===== src/rtl/bus_arbiter.sv =====
// ============================================================================
// Module   : bus_arbiter
// Brief    : Two-master, three-slave round-robin serial bus arbiter.
// Revision : 1.0
// ============================================================================
`default_nettype none

module bus_arbiter #(
    parameter int TIMEOUT = 255,
    parameter int TO_W    = 8
) (
    input  logic       clk,
    input  logic       rst,
    input  logic       m1_req,
    input  logic       m1_addr,
    input  logic       m1_addr_valid,
    input  logic       m2_req,
    input  logic       m2_addr,
    input  logic       m2_addr_valid,
    output logic [1:0] bus_grant,
    output logic [2:0] slave_grant,
    output logic       m1_ack,
    output logic       m2_ack,
    output logic       addr_err,
    output logic       timeout
);

    typedef enum logic [2:0] {
        c_IDLE    = 3'd0,
        c_GRANT   = 3'd1,
        c_ADDR    = 3'd2,
        c_CONNECT = 3'd3,
        c_RELEASE = 3'd4
    } state_t;

    localparam logic [TO_W-1:0] c_TIMEOUT = TO_W'(TIMEOUT);
    localparam logic [TO_W-1:0] c_CNT_MAX = '1;

    state_t          r_state_q, w_state_d;
    logic            r_last_q, w_last_d;
    logic [TO_W-1:0] r_cnt_q, w_cnt_d;
    logic            r_addr_hi_q, w_addr_hi_d;
    logic [1:0]      r_bus_grant_q, w_bus_grant_d;
    logic [2:0]      r_slave_grant_q, w_slave_grant_d;
    logic            r_m1_ack_q, w_m1_ack_d;
    logic            r_m2_ack_q, w_m2_ack_d;
    logic            r_addr_err_q, w_addr_err_d;
    logic            r_timeout_q, w_timeout_d;

    logic            w_req;
    logic            w_addr;
    logic            w_addr_valid;
    logic [TO_W-1:0] w_cnt_inc;
    logic            w_expired;

    // Only the granted master's lines are observed once the bus is owned.
    assign w_req        = r_bus_grant_q[1] ? m2_req        : m1_req;
    assign w_addr       = r_bus_grant_q[1] ? m2_addr       : m1_addr;
    assign w_addr_valid = r_bus_grant_q[1] ? m2_addr_valid : m1_addr_valid;

    assign w_cnt_inc = (r_cnt_q == c_CNT_MAX) ? r_cnt_q : r_cnt_q + TO_W'(1);
    assign w_expired = (w_cnt_inc >= c_TIMEOUT);

    always_comb begin
        w_state_d       = r_state_q;
        w_last_d        = r_last_q;
        w_cnt_d         = r_cnt_q;
        w_addr_hi_d     = r_addr_hi_q;
        w_bus_grant_d   = r_bus_grant_q;
        w_slave_grant_d = r_slave_grant_q;
        w_m1_ack_d      = 1'b0;
        w_m2_ack_d      = 1'b0;
        w_addr_err_d    = 1'b0;
        w_timeout_d     = 1'b0;

        case (r_state_q)
            c_IDLE: begin
                // r_last_q set means master 2 owned the bus most recently.
                if (m1_req && (!m2_req || r_last_q)) begin
                    w_bus_grant_d = 2'b01;
                    w_last_d      = 1'b0;
                    w_cnt_d       = '0;
                    w_state_d     = c_GRANT;
                end else if (m2_req) begin
                    w_bus_grant_d = 2'b10;
                    w_last_d      = 1'b1;
                    w_cnt_d       = '0;
                    w_state_d     = c_GRANT;
                end
            end
            c_GRANT: begin
                w_cnt_d = w_cnt_inc;
                if (w_expired) begin
                    w_timeout_d = 1'b1;
                    w_state_d   = c_RELEASE;
                end else if (!w_req) begin
                    w_state_d = c_RELEASE;
                end else if (w_addr_valid) begin
                    w_addr_hi_d = w_addr;
                    w_state_d   = c_ADDR;
                end
            end
            c_ADDR: begin
                w_cnt_d = w_cnt_inc;
                if (w_expired) begin
                    w_timeout_d = 1'b1;
                    w_state_d   = c_RELEASE;
                end else if (!w_req) begin
                    w_state_d = c_RELEASE;
                end else if (w_addr_valid) begin
                    if ({r_addr_hi_q, w_addr} == 2'b00) begin
                        w_addr_err_d = 1'b1;
                        w_state_d    = c_RELEASE;
                    end else begin
                        w_slave_grant_d = {r_addr_hi_q, w_addr, 1'b1};
                        w_m1_ack_d      = r_bus_grant_q[0];
                        w_m2_ack_d      = r_bus_grant_q[1];
                        w_state_d       = c_CONNECT;
                    end
                end
            end
            c_CONNECT: begin
                w_cnt_d = w_cnt_inc;
                if (w_expired) begin
                    w_timeout_d = 1'b1;
                    w_state_d   = c_RELEASE;
                end else if (!w_req) begin
                    w_state_d = c_RELEASE;
                end
            end
            c_RELEASE: begin
                w_state_d = c_IDLE;
            end
            default: begin
                w_state_d = c_IDLE;
            end
        endcase

        // RELEASE is only ever entered from an owning state, so clear here once.
        if (w_state_d == c_RELEASE) begin
            w_bus_grant_d   = 2'b00;
            w_slave_grant_d = 3'b000;
        end
    end

    always_ff @(posedge clk) begin
        if (rst) begin
            r_state_q       <= c_IDLE;
            r_last_q        <= 1'b1;
            r_cnt_q         <= '0;
            r_addr_hi_q     <= 1'b0;
            r_bus_grant_q   <= 2'b00;
            r_slave_grant_q <= 3'b000;
            r_m1_ack_q      <= 1'b0;
            r_m2_ack_q      <= 1'b0;
            r_addr_err_q    <= 1'b0;
            r_timeout_q     <= 1'b0;
        end else begin
            r_state_q       <= w_state_d;
            r_last_q        <= w_last_d;
            r_cnt_q         <= w_cnt_d;
            r_addr_hi_q     <= w_addr_hi_d;
            r_bus_grant_q   <= w_bus_grant_d;
            r_slave_grant_q <= w_slave_grant_d;
            r_m1_ack_q      <= w_m1_ack_d;
            r_m2_ack_q      <= w_m2_ack_d;
            r_addr_err_q    <= w_addr_err_d;
            r_timeout_q     <= w_timeout_d;
        end
    end

    assign bus_grant   = r_bus_grant_q;
    assign slave_grant = r_slave_grant_q;
    assign m1_ack      = r_m1_ack_q;
    assign m2_ack      = r_m2_ack_q;
    assign addr_err    = r_addr_err_q;
    assign timeout     = r_timeout_q;

endmodule

`default_nettype wire


===== config.mk =====
export PLATFORM = sky130hd
export DESIGN_NAME = bus_arbiter
export DESIGN_NICKNAME = d
export VERILOG_FILES = /design/src/rtl/bus_arbiter.sv
export SDC_FILE = /design/constraint.sdc
export NUM_CORES = 1
export LEC_CHECK = 0
export ABC_CLOCK_PERIOD_IN_PS = 2380
export BUFFER_PORTS_ARGS = -buffer_cell sky130_fd_sc_hd__buf_4
export CAP_MARGIN = 20
export CELL_PAD_IN_SITES_DETAIL_PLACEMENT = 1
export CELL_PAD_IN_SITES_GLOBAL_PLACEMENT = 2
export CORE_AREA = 8 8 60 82
export CTS_BUF_LIST = sky130_fd_sc_hd__clkbuf_4 sky130_fd_sc_hd__clkbuf_8
export CTS_CLUSTER_SIZE = 14
export DETAILED_ROUTE_END_ITERATION = 16
export DIE_AREA = 0 0 68 90
export GPL_TIMING_DRIVEN = 0
export PLACE_DENSITY_LB_ADDON = 0.1
export SLEW_MARGIN = 20
export SYNTH_ARGS = -nofsm -noshare
export SYNTH_HDL_FRONTEND = slang
export SYNTH_SLANG_ARGS = --single-unit

===== constraint.sdc =====
create_clock -name clk -period 2.38 [get_ports clk]
set_clock_uncertainty 0.1 [all_clocks]
set_input_delay 0.476 -clock clk [delete_from_list [all_inputs] [get_ports clk]]
set_output_delay 0.476 -clock clk [all_outputs]
set_load 0.05 [all_outputs]

==> metrics.md <==
| Metric | Value |
|---|---|
| Status | `complete, no violations` |
| Clock Root Buffer | `clkbuf_8` |
| Max-slew violation count | `0` |
| DR iter-0 viols | `26` |
| Critical path fanouts, max | `8` |
| Clk pin slew, worst setup/hold paths | `80 ps` |
| YS warnings | `0` |
| Ant diodes | `0` |
| Setup Viol. Count Final | `0` |
| HPWL Detailed | `2590 um` |
| DRC violations left | `0` |
| Largest net degree at the start of global routing | `13` |
| Max-slew headroom | `64.1%` |
| RR Endpoint | `m1_ack` |
| TritonCTS buffer count | `3` |
| Hold Path End | `slave_grant[0]` |
| H-tree depth | `1` |
| Cell area power density | `590 nW/um2` |
| Hold WC Path Type | `reg2reg` |
| Global-route wire length before repair | `5240 um` |
| Vias | `1109` |
| Fmax | `435 MHz` |
| Worst R2R Setup Slack | `80 ps` |
| Die height | `90 um` |
| P&R area growth vs syn | `30.0%` |
| Vias in the first global route | `1104` |
| Clk Latency, worst-skew pair | `260 ps` |
| Total Power | `0.853 mW` |
| Met2 global-route usage | `21.1%` |
| Min Tclk post-route | `2300 ps` |
| Final Wtd Congestion | `0.727` |
| RSZ-0062 raised after global routing | `no` |
| Drt total wl | `3370 um` |
| Starting density of the core | `29.4%` |
| Nature of the critical path endpoint | `register` |
| Hold Path Depth | `2` |
| Via density | `5.46` |
| Layout fillers | `465` |
| Share of the synthesized area in the top cell type | `39.6%` |
| Final Hold Fails | `0` |
| Sequential cell area fraction in the yosys report | `39.6%` |
| Die ar. | `6120 um2` |
| Number of synthesized flops with an enable pin | `0` |
| CP Launch Type | `register` |
| Post-DRT Antenna Nets | `0` |
| Total grt overflow | `0` |
| Drt wl/cell | `16.6 um` |
| Nets | `170` |
| Layout cells sized above 1 | `28.7%` |
| GRT Total Usage | `10.9%` |
| Boundary pin count | `17` |
| CTS sink count | `22` |
| Cell area after synthesis | `1110 um2` |
| Met1 usage | `10.7%` |
| Port Buf Inserts | `16` |
| Most common flop cell mapped by yosys | `dfxtp_1` |
| Slowest-stage cell, CP | `or4_4` |
| Top Family by Delay on Critical Path | `simple AND/OR/NAND/NOR gates` |
| Clk buf depth | `2` |
| R2R cell count | `7` |
| FP Rows | `27` |
| Max stage delay on crit path | `430 ps` |
| Net Count, Synth | `142` |
| Core area | `3780 um2` |
| Routing usage on met3 | `1.86%` |
| Fin crit share | `96.7%` |
| Max Cap Viol | `0` |
| Endpoint arrival time on the critical path | `2360 ps` |
| Cell taking the most area after synthesis | `dfxtp_1` |
| Post-route cell area | `1450 um2` |
| Syn Area/Cell | `8.36 um2` |
| Synth Register Bits | `22` |
| Synth area leaders | `dfxtp_1 40%, a21oi_1 7.2%, nand2_1 5.1%` |
| P_leak | `0.581 nW` |
| Kind of critical path | `reg2reg` |
| Buffer and inverter count on the worst path | `0` |
| GR peak layer | `met2` |
| Critical-path cell list | `ha_4 > and3_4 > and3_1 > or4_4 > o31a_4 > and3_4 > and3_1` |
| Placement Cell Area | `1290 um2` |
| Die width | `68 um` |
| WP data required | `2440 ps` |
| CTS tree | `yes` |
| Hold path startpoint | `slave_grant[0]` |
| Cells after Synth | `133` |
| Asr flop ratio synth | `0%` |
| # hold bufs at CTS | `0` |
| Initial antenna violation count | `0` |
| Critical R2R Launch | `r_cnt_q[0]` |
| Max VDD drop | `0.247 mV` |
| Worst-Margin Slew | `536 ps` |
| Drt first pass iters | `4` |
| Synth cell types | `38` |
## where the power goes
group / leakage (nW) / switching, mW / internal, mW
clock network: 0.0288 / 0.125 / 0.147
registers: 0.180 / 0.0188 / 0.383
logic: 0.372 / 0.106 / 0.0718
## Yosys cell counts (all sizes together), types with 3 or more instances
master	number
inv	4
nor3	6
nor2b	4
nand2	15
and3	6
o21ai	11
or2	3
dfxtp	22
nor2	12
a21oi	16
mux2i	5
## metrics by stage
step	hold slack (ps)	TNS, ps	std cells	utilization (%)	setup WS, ps
after global placement	356	-777	192	34.0	-156
final	382	0	203	38.2	78.8
after global routing	431	0	203	38.2	1.93
after CTS	391	0	196	36.1	3.16
after floorplan	383	0	133	-	69.4
after detailed placement	366	-1000	192	34.0	-175
## worst max-delay path by stage
| stage | from | endpoint | slack [ps] | cells past startpoint |
|---|---|---|---|---|
| floorplan | r_cnt_q[0] | m1_ack | 70 | 7 |
| global placement | r_cnt_q[0] | slave_grant[2] | -160 | 7 |
| detailed placement | r_cnt_q[0] | slave_grant[2] | -170 | 7 |
| CTS | r_cnt_q[1] | slave_grant[2] | 3 | 7 |
| global route | r_cnt_q[0] | slave_grant[2] | 2 | 7 |
| finish | r_cnt_q[0] | m1_ack | 80 | 7 |
## cell usage in the layout, fill, tap and decap left out, types with 3 or more instances in the layout
| master | Yosys | final |
|---|---|---|
| a21oi_1 | 16 | 16 |
| and3_1 | 5 | 4 |
| buf_4 | 0 | 23 |
| clkbuf_8 | 0 | 4 |
| dfxtp_1 | 22 | 20 |
| inv_1 | 4 | 4 |
| mux2i_1 | 5 | 5 |
| nand2_1 | 15 | 14 |
| nor2_1 | 12 | 12 |
| nor2b_1 | 4 | 4 |
| nor3_1 | 5 | 5 |
| o21ai_0 | 10 | 10 |
| or2_2 | 3 | 3 |
## area by class of cell
cell class / count / area (um2) / share of cell area (%)
Buffer: 3 / 12.5 / 0.865
Tap cell: 43 / 53.8 / 3.72
Multi-Input combinational cell: 104 / 689 / 47.7
Sequential cell: 22 / 448 / 31.0
Inverter: 4 / 15.0 / 1.04
Clock buffer: 4 / 55.1 / 3.81
Timing Repair Buffer: 23 / 173 / 11.9
## logic make-up after synthesis
group,after synthesis,share of synthesized area [%]
simple gates,57,27.3
compound gates,39,23.0
flops,22,39.6
buf+inv,7,2.47
mux,7,6.52
fa+ha+maj,1,1.12
## tightest hold or removal path, stage by stage (launching register included)
cell and delay, ps:
dfxtp_1 340, a21oi_1 40, nor2_1 70
## metal layers
metal / routed length, um / vias to the layer above
li1: - / 543
met1: 1310 / 545
met2: 1930 / 15
met3: 56 / 6
met4: 79 / 0
met5: 0 / -
## what timing repair did
action,CTS,global route
setup buffers,0,7
gates resized for setup,5,8
pin swaps,1,3
cloned,0,0
endpoints found under the setup margin,9,8
## sequential cells by signal (all words and copies together) (netlist names)
signal       count
r_last_q         1
timeout          1
m2_ack           1
slave_grant      3
bus_grant        2
m1_ack           1
r_cnt_q          8
r_addr_hi_q      1
r_state_q        3
addr_err         1
Power figures use the tool's default switching activity.
